### config.mk
export PLATFORM = sky130hd
export DESIGN_NAME = choose_multi
export DESIGN_NICKNAME = d
export VERILOG_FILES = /design/src/rtl/choose_pkg.sv /design/src/rtl/choose_multi_turn_timer.sv /design/src/rtl/choose_multi.sv
export SDC_FILE = /design/constraint.sdc
export NUM_CORES = 1
export LEC_CHECK = 0
export CORE_MARGIN = 1
export CORE_UTILIZATION = 45
export DETAILED_ROUTE_END_ITERATION = 8
export DONT_BUFFER_PORTS = 1
export GPL_TIMING_DRIVEN = 0
export PLACE_DENSITY = 0.56
export SYNTH_ARGS = -nofsm -noshare
export SYNTH_HDL_FRONTEND = slang
export SYNTH_SLANG_ARGS = --single-unit
### constraint.sdc
create_clock -name clk -period 3.6 [get_ports clk]
set_clock_uncertainty 0.15 [all_clocks]
set_input_delay 0.72 -clock clk [delete_from_list [all_inputs] [get_ports clk]]
set_output_delay 0.72 -clock clk [all_outputs]
set_load 0.005 [all_outputs]
### src/rtl/choose_pkg.sv
// Shared types for the multi-player keep/discard chooser.
package choose_pkg;

  typedef enum logic [1:0] {
    CONTINUE = 2'd0,
    LOST     = 2'd1,
    WON      = 2'd2
  } result_t;

  typedef enum logic [2:0] {
    IDLE,
    CHECK,
    CHOOSE,
    RELEASE,
    DONE
  } state_t;

endpackage

### src/rtl/choose_multi_turn_timer.sv
// Saturating CHOOSE-state cycle counter; a clear loads 1 so the first counted cycle reads 1.
module turn_timer #(
  parameter int TIMEOUT = 0,
  localparam int TW = (TIMEOUT > 0) ? $clog2(TIMEOUT + 1) : 1
) (
  input  logic clk,
  input  logic rst,
  input  logic clear,
  input  logic en,
  output logic expired
);

  logic [TW-1:0] count;

  always_ff @(posedge clk) begin
    if (rst) begin
      count <= '0;
    end else if (clear) begin
      count <= TW'(1);
    end else if (en && (count != TW'(TIMEOUT))) begin
      count <= count + 1'b1;
    end
  end

  // A zero TIMEOUT disables expiry entirely.
  assign expired = (TIMEOUT > 0) && (count == TW'(TIMEOUT));

endmodule

### src/rtl/choose_multi.sv
// Multi-player keep/discard decision controller: holds per-player scores and the turn pointer,
// resolves each roll as auto-keep, player choice or timeout discard, and pulses the outcome.
module choose_multi
  import choose_pkg::*;
#(
  parameter int NPLAYERS  = 2,
  parameter int TARGET    = 15,
  parameter int NUM_W     = 3,
  parameter int SCORE_W   = 5,
  parameter int AUTO_FACE = 6,
  parameter int TIMEOUT   = 0,
  localparam int PW = (NPLAYERS > 1) ? $clog2(NPLAYERS) : 1
) (
  input  logic               clk,
  input  logic               rst,
  input  logic               pulse_i,
  input  logic [NUM_W-1:0]   num,
  input  logic               choice,
  input  logic               confirm,
  output logic [1:0]         result,
  output logic               pulse_o,
  output logic [SCORE_W-1:0] score_o,
  output logic [PW-1:0]      player_o,
  output logic               busy
);

  state_t               state;
  logic [NUM_W-1:0]     num_q;
  logic [SCORE_W-1:0]   score [NPLAYERS];
  logic                 confirm_q;
  logic                 rise;
  logic                 expired;
  logic [SCORE_W:0]     sum;
  result_t              keep_res;
  logic [SCORE_W-1:0]   keep_score;
  logic                 do_res;
  logic                 do_keep;
  result_t              res_kind;
  logic [SCORE_W-1:0]   new_score;

  turn_timer #(.TIMEOUT(TIMEOUT)) u_timer (
    .clk     (clk),
    .rst     (rst),
    .clear   (state == CHECK),
    .en      (state == CHOOSE),
    .expired (expired)
  );

  assign rise = confirm & ~confirm_q;

  // Resolution outcome for the current player, evaluated every cycle and applied when do_res is set.
  always_comb begin
    sum        = {1'b0, score[player_o]} + (SCORE_W + 1)'(num_q);
    keep_res   = CONTINUE;
    keep_score = sum[SCORE_W-1:0];
    if (sum > (SCORE_W + 1)'(TARGET)) begin
      keep_res   = LOST;
      keep_score = '0;
    end else if (sum == (SCORE_W + 1)'(TARGET)) begin
      keep_res   = WON;
      keep_score = SCORE_W'(TARGET);
    end

    do_res  = 1'b0;
    do_keep = 1'b0;
    case (state)
      CHECK: begin
        do_res  = (num_q == NUM_W'(AUTO_FACE));
        do_keep = 1'b1;
      end
      CHOOSE: begin
        do_res  = expired & ~rise;
        do_keep = 1'b0;
      end
      RELEASE: begin
        do_res  = ~confirm;
        do_keep = choice;
      end
      default: begin
        do_res  = 1'b0;
        do_keep = 1'b0;
      end
    endcase

    res_kind  = do_keep ? keep_res : CONTINUE;
    new_score = do_keep ? keep_score : score[player_o];
  end

  always_ff @(posedge clk) begin
    if (rst) begin
      state     <= IDLE;
      num_q     <= '0;
      confirm_q <= 1'b0;
      pulse_o   <= 1'b0;
      result    <= CONTINUE;
      score_o   <= '0;
      player_o  <= '0;
      busy      <= 1'b0;
      for (int i = 0; i < NPLAYERS; i++) score[i] <= '0;
    end else begin
      confirm_q <= confirm;
      pulse_o   <= 1'b0;
      result    <= CONTINUE;

      case (state)
        IDLE: if (pulse_i) begin
          num_q <= num;
          state <= CHECK;
          busy  <= 1'b1;
        end
        CHECK:   state <= CHOOSE;
        CHOOSE:  if (rise) state <= RELEASE;
        RELEASE: state <= RELEASE;
        default: state <= DONE;
      endcase

      // A resolution overrides the plain transitions above.
      if (do_res) begin
        pulse_o          <= 1'b1;
        result           <= res_kind;
        score_o          <= new_score;
        score[player_o]  <= new_score;
        if (res_kind == CONTINUE) begin
          state    <= IDLE;
          busy     <= 1'b0;
          player_o <= (player_o == PW'(NPLAYERS - 1)) ? '0 : player_o + 1'b1;
        end else begin
          state <= DONE;
        end
      end
    end
  end

endmodule

==> impl_summary.txt <==
----------------------------------------------------
[GRT]
  Gr ovfl total ... 0
  Largest net degree at the start of global routing ... 17
  GRT Util Overall ... 0.182
  GRT busiest layer ... met2
  Global-route wire length before repair ... 4.50 mm
  Via count of the first global-routing pass ... 995
  Number of antenna violations at the first check in global routing ... 0
  Met3 track utilization from global routing ... 0.0300
  Met2 capacity usage during global routing ... 0.299
  Met1 track utilization from global routing ... 0.247

[Power and ir drop]
  Total leakage power ... 0.000523 uW
  Highest ir drop seen on vdd ... 0.279 mV
  Areal power density over the cells ... 447 nW/um^2

[Logic synthesis]
  Most frequent cell after synthesis ... sky130_fd_sc_hd__nor2_1
  Mapped Area ... 1330 um^2
  Number of nets produced by synthesis ... 142
  Most common flop cell mapped by yosys ... sky130_fd_sc_hd__dfxtp_1
  Async S/R FF share, synth ... 0
  Leading post-synthesis cells by cell area ... sky130_fd_sc_hd__dfxtp_1 27%, sky130_fd_sc_hd__edfxtp_1 23%, sky130_fd_sc_hd__nor2_1 6.5%
  Cell taking the most area after synthesis ... sky130_fd_sc_hd__dfxtp_1
  Per-instance average area after synthesis ... 10.3 um^2
  Yosys reg bits ... 28
  Unique cell type count in the Yosys netlist ... 38
  Gate count after technology mapping ... 129
  Area fraction of the dominant cell type after synthesis ... 0.271
  Cell types with the highest counts after synthesis ... 23 x sky130_fd_sc_hd__nor2_1, 18 x sky130_fd_sc_hd__dfxtp_1, 10 x sky130_fd_sc_hd__edfxtp_1
  Synth warnings ... 0
  Proportion of synthesized chip area in sequential cells ... 0.497
  Post-synth EDFFs ... 10

[Layout]
  Area grow syn2layout ... 6.87%
  ANT cells ... 0
  Fraction of layout cells with a size suffix above 1 ... 0.0977
  Layout filler cell count ... 263
  Final core area utilization ... 0.511
  Post-layout nets ... 147

[Setup path]
  Register-to-register setup slack ... 0.75 ns
  Endpoint arrival time on the critical path ... 2.96 ns
  Launching element type of the critical path ... flop
  Buf/Inv on CP ... 1
  Critical Path RT ... 3.71 ns
  Worst Path Class, Setup ... reg -> reg
  CP delay by family, top ... compound AO/OA/AOI/OAI gates
  Cell Chain, Critical Path ... buf_6, mux2_2, ha_1, fa_1, a21oi_1, o21a_1, o31ai_1, or3_1, a21oi_1
  Nature of the critical path endpoint ... flop
  Slowest stage cell on the critical path ... sky130_fd_sc_hd__fa_1
  Maximum fanout encountered on the critical timing path ... 6
  Dominant cell type by count on the critical path ... sky130_fd_sc_hd__a21oi_1
  Number of gates on the worst path with buffers counted ... 9
  Depth of the most critical reg-to-reg path ... 9
  Peak per-stage delay on the critical path ... 0.46 ns

[STA]
  Final slew viol count ... 0
  Worst max-slew margin expressed relative to the limit ... 0.467
  Count of final setup violators ... 0
  Max Clk Rate ... 350 MHz
  Setup repair after global routing missed its margin ... no
  Period minus WS final ... 2.85 ns
  Share of the cycle needed by the critical path after routing ... 0.793
  Final TNS setup ... 0 ns
  Slew at the pin closest to its max-slew limit ... 0.798 ns
  Final number of hold-violating endpoints ... 0

[Clocking]
  Number of sinks handled by clock tree synthesis ... 28
  Clock slew at reported path FFs ... 0.15 ns
  Total of cells resized after clock tree synthesis ... 0
  Clock insertion delay at the later pin of the skew report ... 0.32 ns
  Number of CTS-inserted buffers ... 3
  Number of buffers added to fix hold violations after cts ... 0
  Worst-case clock buffer depth ... 2
  Post-CTS setup buffers ... 0
  TritonCTS clock tree ... yes
  # H-tree levels ... 1
  Buffer type at the clock tree root ... sky130_fd_sc_hd__clkbuf_4

[Drt]
  Routed vias ... 970
  Number of antenna-violating nets in the routed design ... 0
  Pre-antenna DRT Iters ... 4
  Average detailed-routed wire length per instance ... 16.0 um
  DR vias/cell ... 5.91
  DRC viols ... 0
  Number of violations reported at the end of detailed-routing iteration 0 ... 40
  Wire length after detailed routing ... 2.62 mm

[Place]
  Routability cong. ... 0.777
  Final HPWL from detailed placement ... 2.02 mm
  Number of buffers inserted by port buffering ... 0

[Floorplan]
  Effective utilization at floorplan ... 0.478
  Cell Rows ... 19
  Die area ... 3180 um^2
  Core outline area ... 2780 um^2
  Die width ... 56.4 um
  Die span in y ... 56.4 um
  Top-level port count ... 18

[Outcome]
  Run status ... finished, final reports clean

[Flow run]
  Maximum Capacitance Violations ... 0

[Min path]
  Tightest Hold Check Type ... in -> reg

----------------------------------------------------
final cells by class:
type | count | area (um^2) | area share
buffer | 5 | 26.3 | 0.0185
clock buffer | 3 | 22.5 | 0.0158
clock inverter | 1 | 30.0 | 0.0211
inverter | 2 | 7.51 | 0.00528
multi-input combinational | 94 | 636 | 0.447
sequential | 28 | 661 | 0.465
tap | 31 | 38.8 | 0.0273
registers in the layout, indices dropped and copies added, names as in the netlist, named ones only:
name,cells
score,10
score_o,5
num_q,3
state,3
result,2
busy,1
confirm_q,1
player_o,1
pulse_o,1
where the power goes:
| part | switching (uW) | internal, uW |
|---|---|---|
| clock | 88.8 | 113 |
| combinational | 48.9 | 32.8 |
| sequential | 10.8 | 342 |
| total | 148 | 487 |
logic make-up (layout without fill, tap and decap cells):
logic type                 count (synthesis)  count (layout)  share of synthesized area
AOI/OAI and AO/OA                         29              29                      0.141
xor gates and xnor gates                   1               1                    0.00659
adders and majority gates                  5               5                     0.0527
buffers and inverters                      7              11                     0.0254
DFF                                       28              28                      0.497
muxes                                      9               9                     0.0771
and+or+nand+nor                           50              50                      0.200
per-stage QoR:
stage | power, uW | hold slack (ns) | instance area, um^2 | instances | worst slack (ns)
2_1_floorplan | 421 | 0.319 | 1330 | 129 | 1.05
3_3_place_gp | 439 | 0.355 | 1370 | 160 | 0.806
3_5_place_dp | 440 | 0.351 | 1370 | 160 | 0.800
4_1_cts | 642 | 0.342 | 1420 | 164 | 0.754
5_1_grt | 667 | 0.352 | 1420 | 164 | 0.595
6_report | 635 | 0.356 | 1420 | 164 | 0.746
layer usage:
| metal | vias up | routed length [um] |
|---|---|---|
| li1 | 478 | - |
| met1 | 473 | 1270 |
| met2 | 17 | 1230 |
| met3 | 2 | 103 |
| met4 | 0 | 16 |
| met5 | - | 0 |
how the worst min path moves through the flow:
stage,start,end,depth (start not counted)
floorplan,state[2],state[0],1
global placement,busy,busy,2
detailed placement,busy,busy,2
CTS,confirm,confirm_q,2
global route,confirm,confirm_q,2
finish,confirm,confirm_q,2
placed cells by master, fill, tap and decap left out, drive strengths merged, types with 3 or more instances in the layout:
| cell | instances |
|---|---|
| o21ai | 5 |
| nor3 | 6 |
| nor2 | 23 |
| dfxtp | 18 |
| clkbuf | 7 |
| nor2b | 3 |
| ha | 4 |
| a21oi | 9 |
| and2 | 3 |
| mux2 | 4 |
| o21a | 3 |
| edfxtp | 10 |
| a211oi | 4 |
| mux2i | 5 |
Power figures use the tool's default switching activity.
